File: src/rtl/life_pkg.sv
// Shared types and constants for the life grid controller.
package life_pkg;

  localparam int unsigned LIFE_ROWS = 8;
  localparam int unsigned LIFE_COLS = 8;

  typedef enum logic [2:0] {
    IDLE,
    LOAD,
    RUN,
    STEP,
    CHECK,
    HALT
  } life_state_e;

  localparam logic [1:0] OP_LOAD  = 2'd0;
  localparam logic [1:0] OP_RUN   = 2'd1;
  localparam logic [1:0] OP_PAUSE = 2'd2;
  localparam logic [1:0] OP_STEP  = 2'd3;

endpackage

File: src/rtl/life_rate_timer.sv
// Idle-cycle timer for free-running mode; expire is high while count equals rate.
module life_rate_timer #(
  parameter int unsigned RATE_W = 8
) (
  input  logic              clk,
  input  logic              rst,
  input  logic              clear,
  input  logic              enable,
  input  logic [RATE_W-1:0] rate,
  output logic              expire
);

  logic [RATE_W-1:0] count_q, count_d;

  always_comb begin
    count_d = count_q;
    if (clear) begin
      count_d = '0;
    end else if (enable) begin
      count_d = count_q + 1'b1;
    end
  end

  always_ff @(posedge clk or posedge rst) begin
    if (rst) begin
      count_q <= '0;
    end else begin
      count_q <= count_d;
    end
  end

  assign expire = (count_q == rate);

endmodule

File: src/rtl/life_sequencer.sv
// Life matrix controller: row loading, run/step sequencing, generation count, halt detection.
// Define LIFE_STABLE_DETECT_EN to also halt when a step leaves the grid unchanged.
module life_sequencer
  import life_pkg::*;
#(
  parameter int unsigned ROWS   = LIFE_ROWS,
  parameter int unsigned COLS   = LIFE_COLS,
  parameter int unsigned GEN_W  = 16,
  parameter int unsigned RATE_W = 8
) (
  input  logic                     clk,
  input  logic                     _rst,
  input  logic                     cmd_valid,
  input  logic [1:0]               cmd_op,
  output logic                     cmd_ready,
  input  logic                     row_valid,
  input  logic [COLS-1:0]          row_data,
  output logic                     row_ready,
  input  logic [RATE_W-1:0]        rate,
  input  logic [ROWS*COLS-1:0]     grid_in,
  output logic                     step_en,
  output logic                     load_en,
  output logic [$clog2(ROWS)-1:0] load_row,
  output logic [COLS-1:0]          load_data,
  output logic [GEN_W-1:0]         gen_count,
  output logic                     busy,
  output logic                     extinct,
  output logic                     stable
);

  localparam int unsigned IDX_W = $clog2(ROWS);

  life_state_e      state_q, state_d;
  logic             from_run_q, from_run_d;
  logic [IDX_W-1:0] idx_q, idx_d;
  logic             load_en_q, load_en_d;
  logic [IDX_W-1:0] load_row_q, load_row_d;
  logic [COLS-1:0]  load_data_q, load_data_d;
  logic [GEN_W-1:0] gen_q, gen_d;
  logic             extinct_q, extinct_d;
  logic             stable_q, stable_d;
  logic             cmd_ready_q, row_ready_q, busy_q, step_en_q;

  logic cmd_fire, row_fire;
  logic tmr_clear, tmr_enable, tmr_expire;
  logic grid_empty, grid_same;

  assign cmd_fire   = cmd_valid & cmd_ready_q;
  assign row_fire   = row_valid & row_ready_q;
  assign grid_empty = (grid_in == '0);

  life_rate_timer #(.RATE_W(RATE_W)) u_timer (
    .clk    (clk),
    .rst    (_rst),
    .clear  (tmr_clear),
    .enable (tmr_enable),
    .rate   (rate),
    .expire (tmr_expire)
  );

`ifdef LIFE_STABLE_DETECT_EN
  logic [ROWS*COLS-1:0] snap_q, snap_d;

  // STEP sees the pre-step grid; CHECK compares it with the post-step grid.
  always_comb begin
    snap_d = snap_q;
    if (state_q == STEP) snap_d = grid_in;
  end

  always_ff @(posedge clk or posedge _rst) begin
    if (_rst) snap_q <= '0;
    else      snap_q <= snap_d;
  end

  assign grid_same = (grid_in == snap_q);
`else
  assign grid_same = 1'b0;
`endif

  always_comb begin
    state_d     = state_q;
    from_run_d  = from_run_q;
    idx_d       = idx_q;
    load_en_d   = 1'b0;
    load_row_d  = load_row_q;
    load_data_d = load_data_q;
    gen_d       = gen_q;
    extinct_d   = extinct_q;
    stable_d    = stable_q;
    tmr_clear   = 1'b1;
    tmr_enable  = 1'b0;

    unique case (state_q)
      IDLE: begin
        if (cmd_fire) begin
          if (cmd_op == OP_LOAD) begin
            state_d = LOAD;
            idx_d   = '0;
          end else if (cmd_op == OP_RUN) begin
            state_d = RUN;
          end else if (cmd_op == OP_STEP) begin
            state_d    = STEP;
            from_run_d = 1'b0;
          end
        end
      end
      RUN: begin
        tmr_clear  = 1'b0;
        tmr_enable = 1'b1;
        if (cmd_fire && cmd_op == OP_PAUSE) begin
          state_d = IDLE;
        end else if (cmd_fire && cmd_op == OP_LOAD) begin
          state_d = LOAD;
          idx_d   = '0;
        end else if (tmr_expire) begin
          state_d    = STEP;
          from_run_d = 1'b1;
        end
      end
      LOAD: begin
        if (row_fire) begin
          load_en_d   = 1'b1;
          load_row_d  = idx_q;
          load_data_d = row_data;
          idx_d       = idx_q + 1'b1;
          if (idx_q == IDX_W'(ROWS - 1)) begin
            state_d   = IDLE;
            gen_d     = '0;
            extinct_d = 1'b0;
            stable_d  = 1'b0;
          end
        end
      end
      STEP: begin
        gen_d   = gen_q + 1'b1;
        state_d = CHECK;
      end
      CHECK: begin
        if (grid_empty) begin
          state_d   = HALT;
          extinct_d = 1'b1;
        end else if (grid_same) begin
          state_d  = HALT;
          stable_d = 1'b1;
        end else if (from_run_q) begin
          // CHECK counts as the first idle cycle, so rate 0 goes straight back to STEP
          tmr_clear  = 1'b0;
          tmr_enable = 1'b1;
          state_d    = tmr_expire ? STEP : RUN;
        end else begin
          state_d = IDLE;
        end
      end
      HALT: begin
        if (cmd_fire && cmd_op == OP_LOAD) begin
          state_d   = LOAD;
          idx_d     = '0;
          extinct_d = 1'b0;
          stable_d  = 1'b0;
        end
      end
      default: state_d = IDLE;
    endcase
  end

  always_ff @(posedge clk or posedge _rst) begin
    if (_rst) begin
      state_q     <= IDLE;
      from_run_q  <= 1'b0;
      idx_q       <= '0;
      load_en_q   <= 1'b0;
      load_row_q  <= '0;
      load_data_q <= '0;
      gen_q       <= '0;
      extinct_q   <= 1'b0;
      stable_q    <= 1'b0;
      cmd_ready_q <= 1'b0;
      row_ready_q <= 1'b0;
      busy_q      <= 1'b0;
      step_en_q   <= 1'b0;
    end else begin
      state_q     <= state_d;
      from_run_q  <= from_run_d;
      idx_q       <= idx_d;
      load_en_q   <= load_en_d;
      load_row_q  <= load_row_d;
      load_data_q <= load_data_d;
      gen_q       <= gen_d;
      extinct_q   <= extinct_d;
      stable_q    <= stable_d;
      cmd_ready_q <= (state_d == IDLE) || (state_d == RUN) || (state_d == HALT);
      row_ready_q <= (state_d == LOAD);
      busy_q      <= (state_d == LOAD) || (state_d == STEP) || (state_d == CHECK);
      step_en_q   <= (state_d == STEP);
    end
  end

  assign cmd_ready = cmd_ready_q;
  assign row_ready = row_ready_q;
  assign busy      = busy_q;
  assign step_en   = step_en_q;
  assign load_en   = load_en_q;
  assign load_row  = load_row_q;
  assign load_data = load_data_q;
  assign gen_count = gen_q;
  assign extinct   = extinct_q;
  assign stable    = stable_q;

endmodule

File: config.mk
export PLATFORM = sky130hd
export DESIGN_NAME = life_sequencer
export DESIGN_NICKNAME = d
export VERILOG_FILES = /design/src/rtl/life_pkg.sv /design/src/rtl/life_rate_timer.sv /design/src/rtl/life_sequencer.sv
export SDC_FILE = /design/constraint.sdc
export NUM_CORES = 1
export LEC_CHECK = 0
export CAP_MARGIN = 20
export CORE_UTILIZATION = 45
export CTS_BUF_LIST = sky130_fd_sc_hd__clkbuf_8
export CTS_CLUSTER_DIAMETER = 200
export DETAILED_ROUTE_END_ITERATION = 8
export PLACE_DENSITY = 0.87
export REMOVE_ABC_BUFFERS = 1
export SYNTH_ARGS = -nofsm -noshare
export SYNTH_HDL_FRONTEND = slang
export SYNTH_HIERARCHICAL = 1
export SYNTH_SLANG_ARGS = --single-unit
File: constraint.sdc
create_clock -name clk -period 3.6 [get_ports clk]
set_input_delay 0.72 -clock clk [delete_from_list [all_inputs] [get_ports clk]]
set_output_delay 0.72 -clock clk [all_outputs]
set_load 0.01 [all_outputs]
### Word-level counts from Yosys, hierarchy flattened

Index checks and enable logic that the tools add are counted.

* word-level logic and storage cells: 115
* output and inout bits: 34
* bits of input ports: 86
* register bits after elaboration: 49

* add/subtract/negate cells: 3
* multiplexer cells: 47
* reduce and logical (&&, ||, !) cells: 22
* eq/ne operators: 27
* bitwise logic cells: 2

Operators by type and width (count)
* zero test 64 bit: 1
* 2-to-1 mux 3 bit: 16
* 2-to-1 mux 16 bit: 2
* one-hot mux 16 bit (2 select lines): 1
* != test 2 bit (second input constant): 12
* 2-to-1 mux 1 bit: 18
* one-hot mux 3 bit (6 select lines): 1
* adder 16 x 1 -> 16 bit (second input constant): 1
* 2-to-1 mux 8 bit: 2
* equality test 3 bit (second input constant): 5
* equality test 3 x 2 -> 1 bit (second input constant): 4
* one-hot mux 3 bit (4 select lines): 1
* AND reduction 5 bit: 2
* adder 8 x 1 -> 8 bit (second input constant): 1
* equality test 8 bit: 1
* one-hot mux 1 bit (2 select lines): 4
* AND reduction 8 bit: 1
* nonzero test 2 bit: 4
* equality test 3 x 1 -> 1 bit (second input constant): 2
* zero test 3 bit: 2
* equality test 2 bit (second input constant): 2
* logical OR 1 bit: 4
* AND reduction 4 bit: 1
* nonzero test 4 bit: 1
* 10 further kinds: 12

### Logic depth before layout (Yosys ltp)

Gate-level depths: netlist of the first run.

* depth in word-level cells: 9
* depth in mapped cells: 9
* mapped depth without buffers: 8

### Cells and area by module

The synthesis of the first run kept the hierarchy.

Modules (own cells, without submodules)
* life_sequencer: area an instance 2075.7 um2, cells each 197, seq. area each 1001.0 um2, instances 1
* life_rate_timer: area an instance 478.0 um2, cells each 50, seq. area each 200.2 um2, instances 1

### Worst setup path after synthesis of the first run

No wires, ideal clock.

* path kind: input to register
* start point: input grid_in[4]
* end point: register u_timer.count_q[5]
* data arrival time: 2.485 ns
* slack: 1.038 ns
* path buffers: 1
* stages: 9
* path through: nor4_1 > nand4_1 > nor4_4 > o21ai_0 > inv_1 > buf_4 > o2111ai_2 > or3_1 > a21oi_1

* cells in the longest elaborated chain, start to end: 4
* elaborated cells on any way between the ends: 7
* classes of those cells: 5 x mux; 2 x reduce/logical

Ends and longest elaborated chain
* from (decl): RTL line life_sequencer.sv:20 `input logic [ROWS*COLS-1:0] grid_in,`
* zero test 64 bit: RTL line life_sequencer.sv:50 `assign grid_empty = (grid_in == '0);`
* 2-to-1 mux 1 bit: RTL line life_sequencer.sv:139 `if (grid_empty) begin`
* one-hot mux 1 bit (2 select lines): RTL line life_sequencer.sv:93 `unique case (state_q)`
* net tmr_enable: RTL line life_sequencer.sv:45 `logic tmr_clear, tmr_enable, tmr_expire;`
* nonzero test 2 bit (no source line)
* to (signal assigned): RTL line life_rate_timer.sv:28 `count_q <= count_d;`
* to (decl): RTL line life_rate_timer.sv:13 `logic [RATE_W-1:0] count_q, count_d;`

The timed path passes the listed nets, and every way through them passes these cells.
A chain may end at the register's enable or synchronous reset.

### Final worst setup path of the first run

* start point: input grid_in[30]
* end point: register u_timer.count_q[7]

Same word-level chain as after synthesis.

==> metrics list, run 1 <==
- The flow ran to the end, but the final reports show violations.
- Violated checks: DRC
- Worst-margin pin slew: 0.720 ns
* Worst slew margin relative to its limit: 51.7%
- Data required time at the worst endpoint: 3.83 ns
- Largest family of logic cells by synthesized area: simple AND/OR/NAND/NOR gates
- Leakage Power: 0.00157 uW
- The smallest clock period supported by the final layout is computed as 2.83 ns.
- Pwr dens: 536 nW/um^2
* Commonest cells post-synth: 48 x dfrtp_1, 22 x nor2_1, 20 x nand2_1, 20 x xnor2_1, 17 x nor4_1
* First DRT Iteration DRCs: 87
- The first global-routing pass estimated 10,600 um of wire.
* Post-synthesis to final-layout area growth: 54.4%
- Clock-pin slew reported for the worst setup and hold paths after clock tree synthesis: 0.09 ns
- Clock Root Buffer: clkbuf_8
* Overflow left after global routing: 0
- Worst-case vdd ir drop: 0.000254 V
- The floorplan step defined a core boundary enclosing 5470 um^2.
- Routed via count divided by cell count: 5.46
* Number of clock buffers inserted by TritonCTS: 5
- The synthesized netlist devotes 25.2% of its cell area to simple gates.
- Highest net fanout along the worst path: 5
* Setup violations, final: 0
- Cts hold-fix bufs: 0
- 120 I/O pins were placed.
- Post-Syn Area per Cell: 10.3 um^2
- In the routed design, unresolved DRC markers number 2.
- The worst setup path is captured at a register.
- The detailed router placed 2,398 vias in this run.
- Summing internal, switching and leakage power gives 2110 uW.
* Antenna cells: 0
* Number of different library cells in the post-synthesis netlist: 48
* Dominant cells by area after synthesis: dfrtp_1 47%, xnor2_1 6.9%, mux2_2 5.3%
- Port Buf Inserts: 118
* Hold Crit Start: load_data[0]$_DFFE_PP0P_
* Type of the tightest min-delay check: reg -> reg
- Site Rows: 27
- Yosys mapped a number of flops with a built-in enable equal to 0.
- Quantity of gates resized following cts: 0
- Synth Cell Area: 2550 um^2
- Complex-gate fraction of the synthesized area: 7.64%
- Placed wire-length estimate after detailed placement: 4960 um
* Instance count along the most critical hold path: 1
* Die footprint: 5980 um^2
- Hold timing on the final database bottoms out at a slack of 0.510 ns.
- The share of the Yosys chip area taken by registers is 47.0%.
- Overall Global Routing Usage: 22.6%
* Die X: 77.3 um
* Worst setup skew after layout: 0.00443 ns
- Number of antenna violations at the first check in global routing: 0
* Origin of the critical flop-to-flop path: state_q[1]$_DFF_PP0_
- Async S/R FF share, synth: 100%
- Clock sink count: 48
* Clock tree from TritonCTS: yes
- Dividing the detail-routed wire length by the instance count gives 14.6 um.
- The clock reaches the later pin of the worst-skew pair after 0.30 ns.
- The clock tree synthesis step divided the H-tree into 2 levels.
- The worst hold path terminates at load_data[0]$_DFFE_PP0P_.
* Max-slew violation count: 0
* Worst setup path class: in -> reg
- In this run, synthesis produced a sequential element count of 48.
- Yosys Warn Count: 6
- Library cell with the highest instance count after synthesis: dfrtp_1
* Final period util: 78.6%
- Die Y: 77.3 um
- Timing would allow up to 0.353 GHz.
* Top cell type's share of synthesized area: 47.0%
* RSZ-0062 raised after global routing: false
- For flop-to-flop paths, the worst setup slack is 1.52 ns.
* Post-route ant nets: 0
* Destination of the worst register-to-register timing path: u_timer/count_q[7]$_DFFE_PP0P_
- In the final timing run, aggregate negative setup slack is 0 ns.
- Final wirelength: 6410 um
* Area share of xor/xnor cells in the synthesized design: 8.23%
* WP data arrival: 3.06 ns
- For this run, the post-layout net count is 456.
- Share of cells above drive strength 1: 9.81%
* Adder and majority gate portion of the synthesized area: 1.96%
* Maximum number of pins on one net before global-route repair: 41
- The longest clock path from root to sink contains 2 buffers.
- Startpoint kind of the worst setup timing path: input port
- Synthesized netlist cell count: 247
- Number of setup buffers added after CTS: 0
- In the synthesized netlist the dominant register cell turns out to be dfrtp_1.
* Number of max-cap violations: 0
- The final hold violation count is 0.
- Before antenna repair, the detailed router went through 6 iterations.
* Number of global-route vias before repair: 2,388
- Area leader, netlist: dfrtp_1
- For this configuration, the core starts out at a cell density of 46.7%.
- RePlAce Congestion: 0.831
- Measured against the total synthesized area, the mux share comes to 6.08%.
* FF-to-FF path depth: 7
worst max-delay path, stage by stage:
cell and delay (ns):
clkdlybuf4s50_1 0.41, nor4_1 0.29, nand4_1 0.21, nor4_4 0.40, o21ai_0 0.18, inv_1 0.11
o2111ai_2 0.19, or3_1 0.39, a21oi_1 0.14
per-layer routing:
| metal | part of all wire, % | wire, um | vias up | track usage, % |
|---|---|---|---|---|
| li1 | - | - | 1135 | - |
| met2 | 53 | 3400 | 116 | 42.4 |
| met4 | 2.5 | 159 | 0 | 8.11 |
| met3 | 6.1 | 394 | 15 | 4.00 |
| met1 | 38 | 2460 | 1132 | 25.3 |
| met5 | 0 | 0 | - | 0 |
cell families (layout without fill, tap and decap cells):
group,Yosys count,after routing
other,1,1
adder cells (fa/ha/maj),4,4
buffers and inverters,16,136
AND/OR/NAND/NOR,111,111
flip-flops,48,48
XOR/XNOR,24,24
AO/OA/AOI/OAI,29,29
multiplexers,14,14
cell type report:
| cell class | instances | area (um^2) |
|---|---|---|
| repair buffers | 122 | 1210 |
| inverters | 6 | 22.5 |
| clock inverters | 3 | 90.1 |
| fillers | 420 | 1530 |
| clock buffers | 5 | 68.8 |
| well taps | 72 | 90.1 |
| multi-input cells | 183 | 1260 |
| flip-flops and latches | 48 | 1200 |
metrics by stage:
step                area [um^2]  setup WS, ns  util (%)  instances
floorplan                  2480         0.747         -        237
global placement           3780         0.531      69.1        431
detailed placement         3780         0.436      69.1        431
CTS                        3940         0.746      72.0        439
global route               3940         0.575      72.0        439
finish                     3940         0.770      72.0        439
power breakdown:
part	switching, uW	total (uW)	internal (uW)
clock	181	528	347
combinational	329	775	446
sequential	128	809	682
total	638	2110	1470
sequential cells by signal, summed over array words and instances, names as in the netlist:
register and count:
step_en 1, gen_count 16, load_data 8, from_run_q 1, state_q 3, idx_q 3, extinct 1, busy 1
load_en 1, cmd_ready 1, u_timer/count_q 8, row_ready 1, load_row 3
cell usage in the layout (no fill, tap or decap), drive strengths merged, types with 2 or more instances in the layout:
cell type,count
inv,6
a21oi,7
bufinv,3
xnor2,20
mux2,12
clkbuf,5
nor2,22
mux2i,2
or2,2
nand3,7
nor3b,3
xor2,4
nor4b,3
buf,4
nor3,7
or3,5
nor4,21
dfrtp,48
a211oi,2
ha,4
clkdlybuf4s50,118
nand2,20
o21ai,13
o2111ai,2
nand4,11
how the worst max path moves through the flow:
stage | start | endpoint | slack, ns | depth (start not counted)
2_1_floorplan | grid_in[4] | u_timer/count_q[5]$_DFFE_PP0P_ | 0.75 | 8
3_3_place_gp | grid_in[4] | u_timer/count_q[5]$_DFFE_PP0P_ | 0.53 | 9
3_5_place_dp | grid_in[30] | u_timer/count_q[7]$_DFFE_PP0P_ | 0.44 | 9
4_1_cts | grid_in[30] | u_timer/count_q[7]$_DFFE_PP0P_ | 0.75 | 9
5_1_grt | grid_in[11] | u_timer/count_q[7]$_DFFE_PP0P_ | 0.57 | 9
6_report | grid_in[30] | u_timer/count_q[7]$_DFFE_PP0P_ | 0.77 | 9
Note: power is estimated with default switching activity, not from simulation.
==> inputs of run 2 (changes only) <==
- CORE_UTILIZATION: 45 -> 38
- PLACE_DENSITY: 0.87 -> 0.78
- clock period: 3.6 -> 2.4 ns (I/O delays scaled with it)
==> run 2 against run 1 <==
  * The flow still finishes with violations (DRC)
  * Non-clock buffer count grew 4
  * Global-route usage is 3.2 points lower
  * Utilization is 8.8 points lower
  * Final cell count is 2.1% higher
  * Combinational power up 51%
  * Clock skew increased by 0.0021 ns
  * Critical path type unchanged
  * Critical endpoint unchanged
==> metrics list, run 2 (synthesized netlist as in run 1, its figures left out) <==
- First DRT Iteration DRCs: 134 (was 87)
- Post-synthesis to final-layout area growth: 59.1% (was 54.4%)
* Max-slew violation count: 0 (unchanged)
- The maximum number of buffers from clock root to sink came to 2 (unchanged).
* Core region area: 6420 um^2 (was 5470 um^2)
- Share of cells above drive strength 1: 15.4% (was 9.81%)
- The clock latency of the later-clocked register in the worst-skew pair was 0.30 ns (about the same).
- Highest net fanout along the worst path: 6 (was 5)
* Maximum number of pins on one net before global-route repair: 41 (unchanged)
- Data required time at the worst endpoint: 2.63 ns (was 3.83 ns)
* Cts hold-fix bufs: 0 (unchanged)
- Finished Layout Cells: 448 (was 439)
- The area enclosed by the die boundary is 7050 um^2 (was 5980 um^2).
- Number of clock buffers inserted by TritonCTS: 5 (unchanged)
- Clock tree from TritonCTS: yes (unchanged)
* Max reg flops: 16 (unchanged)
- Site Rows: 29 (was 27)
* Placed wire-length estimate after detailed placement: 5080 um (was 4960 um)
* Die Y: 84.0 um (was 77.3 um)
- Number of global-route vias before repair: 2,298 (was 2,388)
- The static leakage is 0.00168 uW (was 0.00157 uW).
- The area taken by flip-flops and latches came to 1200 um^2 (unchanged).
- Outcome: finished, violations left (unchanged)
* Setup violations, final: 0 (unchanged)
- The wire length of the first global-routing pass was 10,900 um (was 10,600 um).
- DRC violation count after routing: 12 (was 2)
- Number of setup buffers added after CTS: 0 (unchanged)
- Overall Global Routing Usage: 19.4% (was 22.6%)
- Violated checks: DRC (unchanged)
* Worst-margin pin slew: 0.654 ns (was 0.720 ns)
- Routed via count divided by cell count: 5.20 (was 5.46)
- The area of the multi-input gates was 1370 um^2 (was 1260 um^2).
- Total I/O pin count: 120 (unchanged)
* Antenna cells: 0 (unchanged)
* Worst slew margin relative to its limit: 56.1% (was 51.7%)
- The kind of critical path is in -> reg (unchanged).
- Pwr dens: 725 nW/um^2 (was 536 nW/um^2)
- Nature of the critical path endpoint: register (unchanged)
- The number of clock sinks is 48 (unchanged).
- The clock root buffer is clkbuf_8 (unchanged).
- Type of the tightest min-delay check: in -> async (was reg -> reg)
* WL per Instance: 14.8 um (was 14.6 um)
- Number of antenna violations at the first check in global routing: 0 (unchanged)
* Minimum clock period after layout: 2.33 ns
* Leading cell types in the layout, fill and taps excluded: 107 x clkdlybuf4s50_1, 48 x dfrtp_1, 22 x nor2_1, 20 x nand2_1, 20 x xnor2_1 (was 118 x clkdlybuf4s50_1, 48 x dfrtp_1, 22 x nor2_1, 20 x nand2_1, 20 x xnor2_1)
* WP data arrival: 2.56 ns (was 3.06 ns)
- The final hold violation count came to 0 (unchanged).
- The maximum vdd drop was 0.000500 V (was 0.000254 V).
- The kind of start point of the critical path is an input port (unchanged).
- The worst hold-check slack was 0.460 ns (was 0.510 ns).
- Number of max-cap violations: 0 (unchanged)
* Maximum frequency from static timing analysis: 0.430 GHz
* Detailed-routing iteration count for the pre-antenna-repair pass: 6 (unchanged)
- Overflow left after global routing: 0 (unchanged)
* CTS HTree Levels: 2 (unchanged)
- Filler instances: 512 (was 420)
* Nets: 460 (was 456)
* Total power consumption of the routed design: 2950 uW (was 2110 uW)
* Starting density of the core: 39.8% (was 46.7%)
- The most frequent standard cell in the layout excluding fill and tap cells was clkdlybuf4s50_1 (unchanged).
- The total via count after detailed routing came to 2,328 (was 2,398).
- DP Cell Count: 440 (was 431)
- Port Buf Inserts: 118 (unchanged)
- The placer's final routability congestion estimate was 0.820 (was 0.831).
- Post-route ant nets: 0 (unchanged)
- The floorplan die width was 84.0 um (was 77.3 um).
- The worst clock skew on the final layout came to 0.00649 ns (was 0.00443 ns).
- Clock-pin slew reported for the worst setup and hold paths after clock tree synthesis: 0.08 ns (was 0.09 ns)
* Final period util: 96.9%
* Final wirelength: 6650 um (was 6410 um)
==> run 2: final cells by class <==
| class | instances | share of cell area, % |
|---|---|---|
| Clock buffer | 5 | 1.69 |
| Clock inverter | 3 | 0.955 |
| Inverter | 6 | 0.554 |
| Multi-Input combinational cell | 183 | 33.6 |
| Sequential cell | 48 | 29.6 |
| Tap cell | 77 | 2.37 |
| Timing Repair Buffer | 126 | 31.2 |
==> run 2: metrics by stage <==
step                      area, um^2  setup slack, ns  util [%]  TNS, ns
after floorplan                 2480           -0.213         -   -0.427
after global placement          3820           -0.359      59.5    -1.25
after detailed placement        3820           -0.449      59.5    -1.45
after CTS                       3960          0.00357      61.7        0
after global routing            4060          -0.0660      63.3   -0.149
final                           4060           0.0736      63.3        0
==> run 2: path summary, 6_finish.rpt <==
| check | cells past startpoint | to | slack [ns] | from |
|---|---|---|---|---|
| worst max register to register | 7 | u_timer/count_q[5]$_DFFE_PP0P_ | 0.37 | state_q[1]$_DFF_PP0_ |
| max in group asynchronous | 3 | from_run_q$_DFFE_PP0P_ | 1.41 | _rst |
| worst min-delay path | 2 | u_timer/count_q[1]$_DFFE_PP0P_ | 0.46 | _rst |
| worst min register to register | 1 | load_data[0]$_DFFE_PP0P_ | 0.51 | load_data[0]$_DFFE_PP0P_ |
| worst max-delay path | 9 | u_timer/count_q[7]$_DFFE_PP0P_ | 0.07 | grid_in[9] |
| min in group clk | 1 | load_data[0]$_DFFE_PP0P_ | 0.51 | load_data[0]$_DFFE_PP0P_ |
==> run 2: report_power, final <==
group	switching, uW	internal, uW
sequential	182	1020
clock	269	305
combinational	492	676
total	943	2000
==> run 2: what timing repair did <==
action                     CTS  global route
pin swaps                    3            17
gates resized for setup      6            26
setup endpoints to repair    2             2
cloned                       0             0
==> run 2: worst max-delay path: stages <==
cell and delay (ns):
clkdlybuf4s50_1 0.43, nor4_2 0.29, nand4_1 0.17, nor4_4 0.33, o21ai_2 0.09, buf_4 0.17
o2111ai_4 0.26, o21ai_0 0.18, a21oi_2 0.15
==> run 2: metal layers <==
metal  GRT usage (%)  part of all wire (%)
met5               0                     0
met3            5.14                   4.1
met2            32.9                    53
met1            24.5                    42
met4            5.17                  0.83
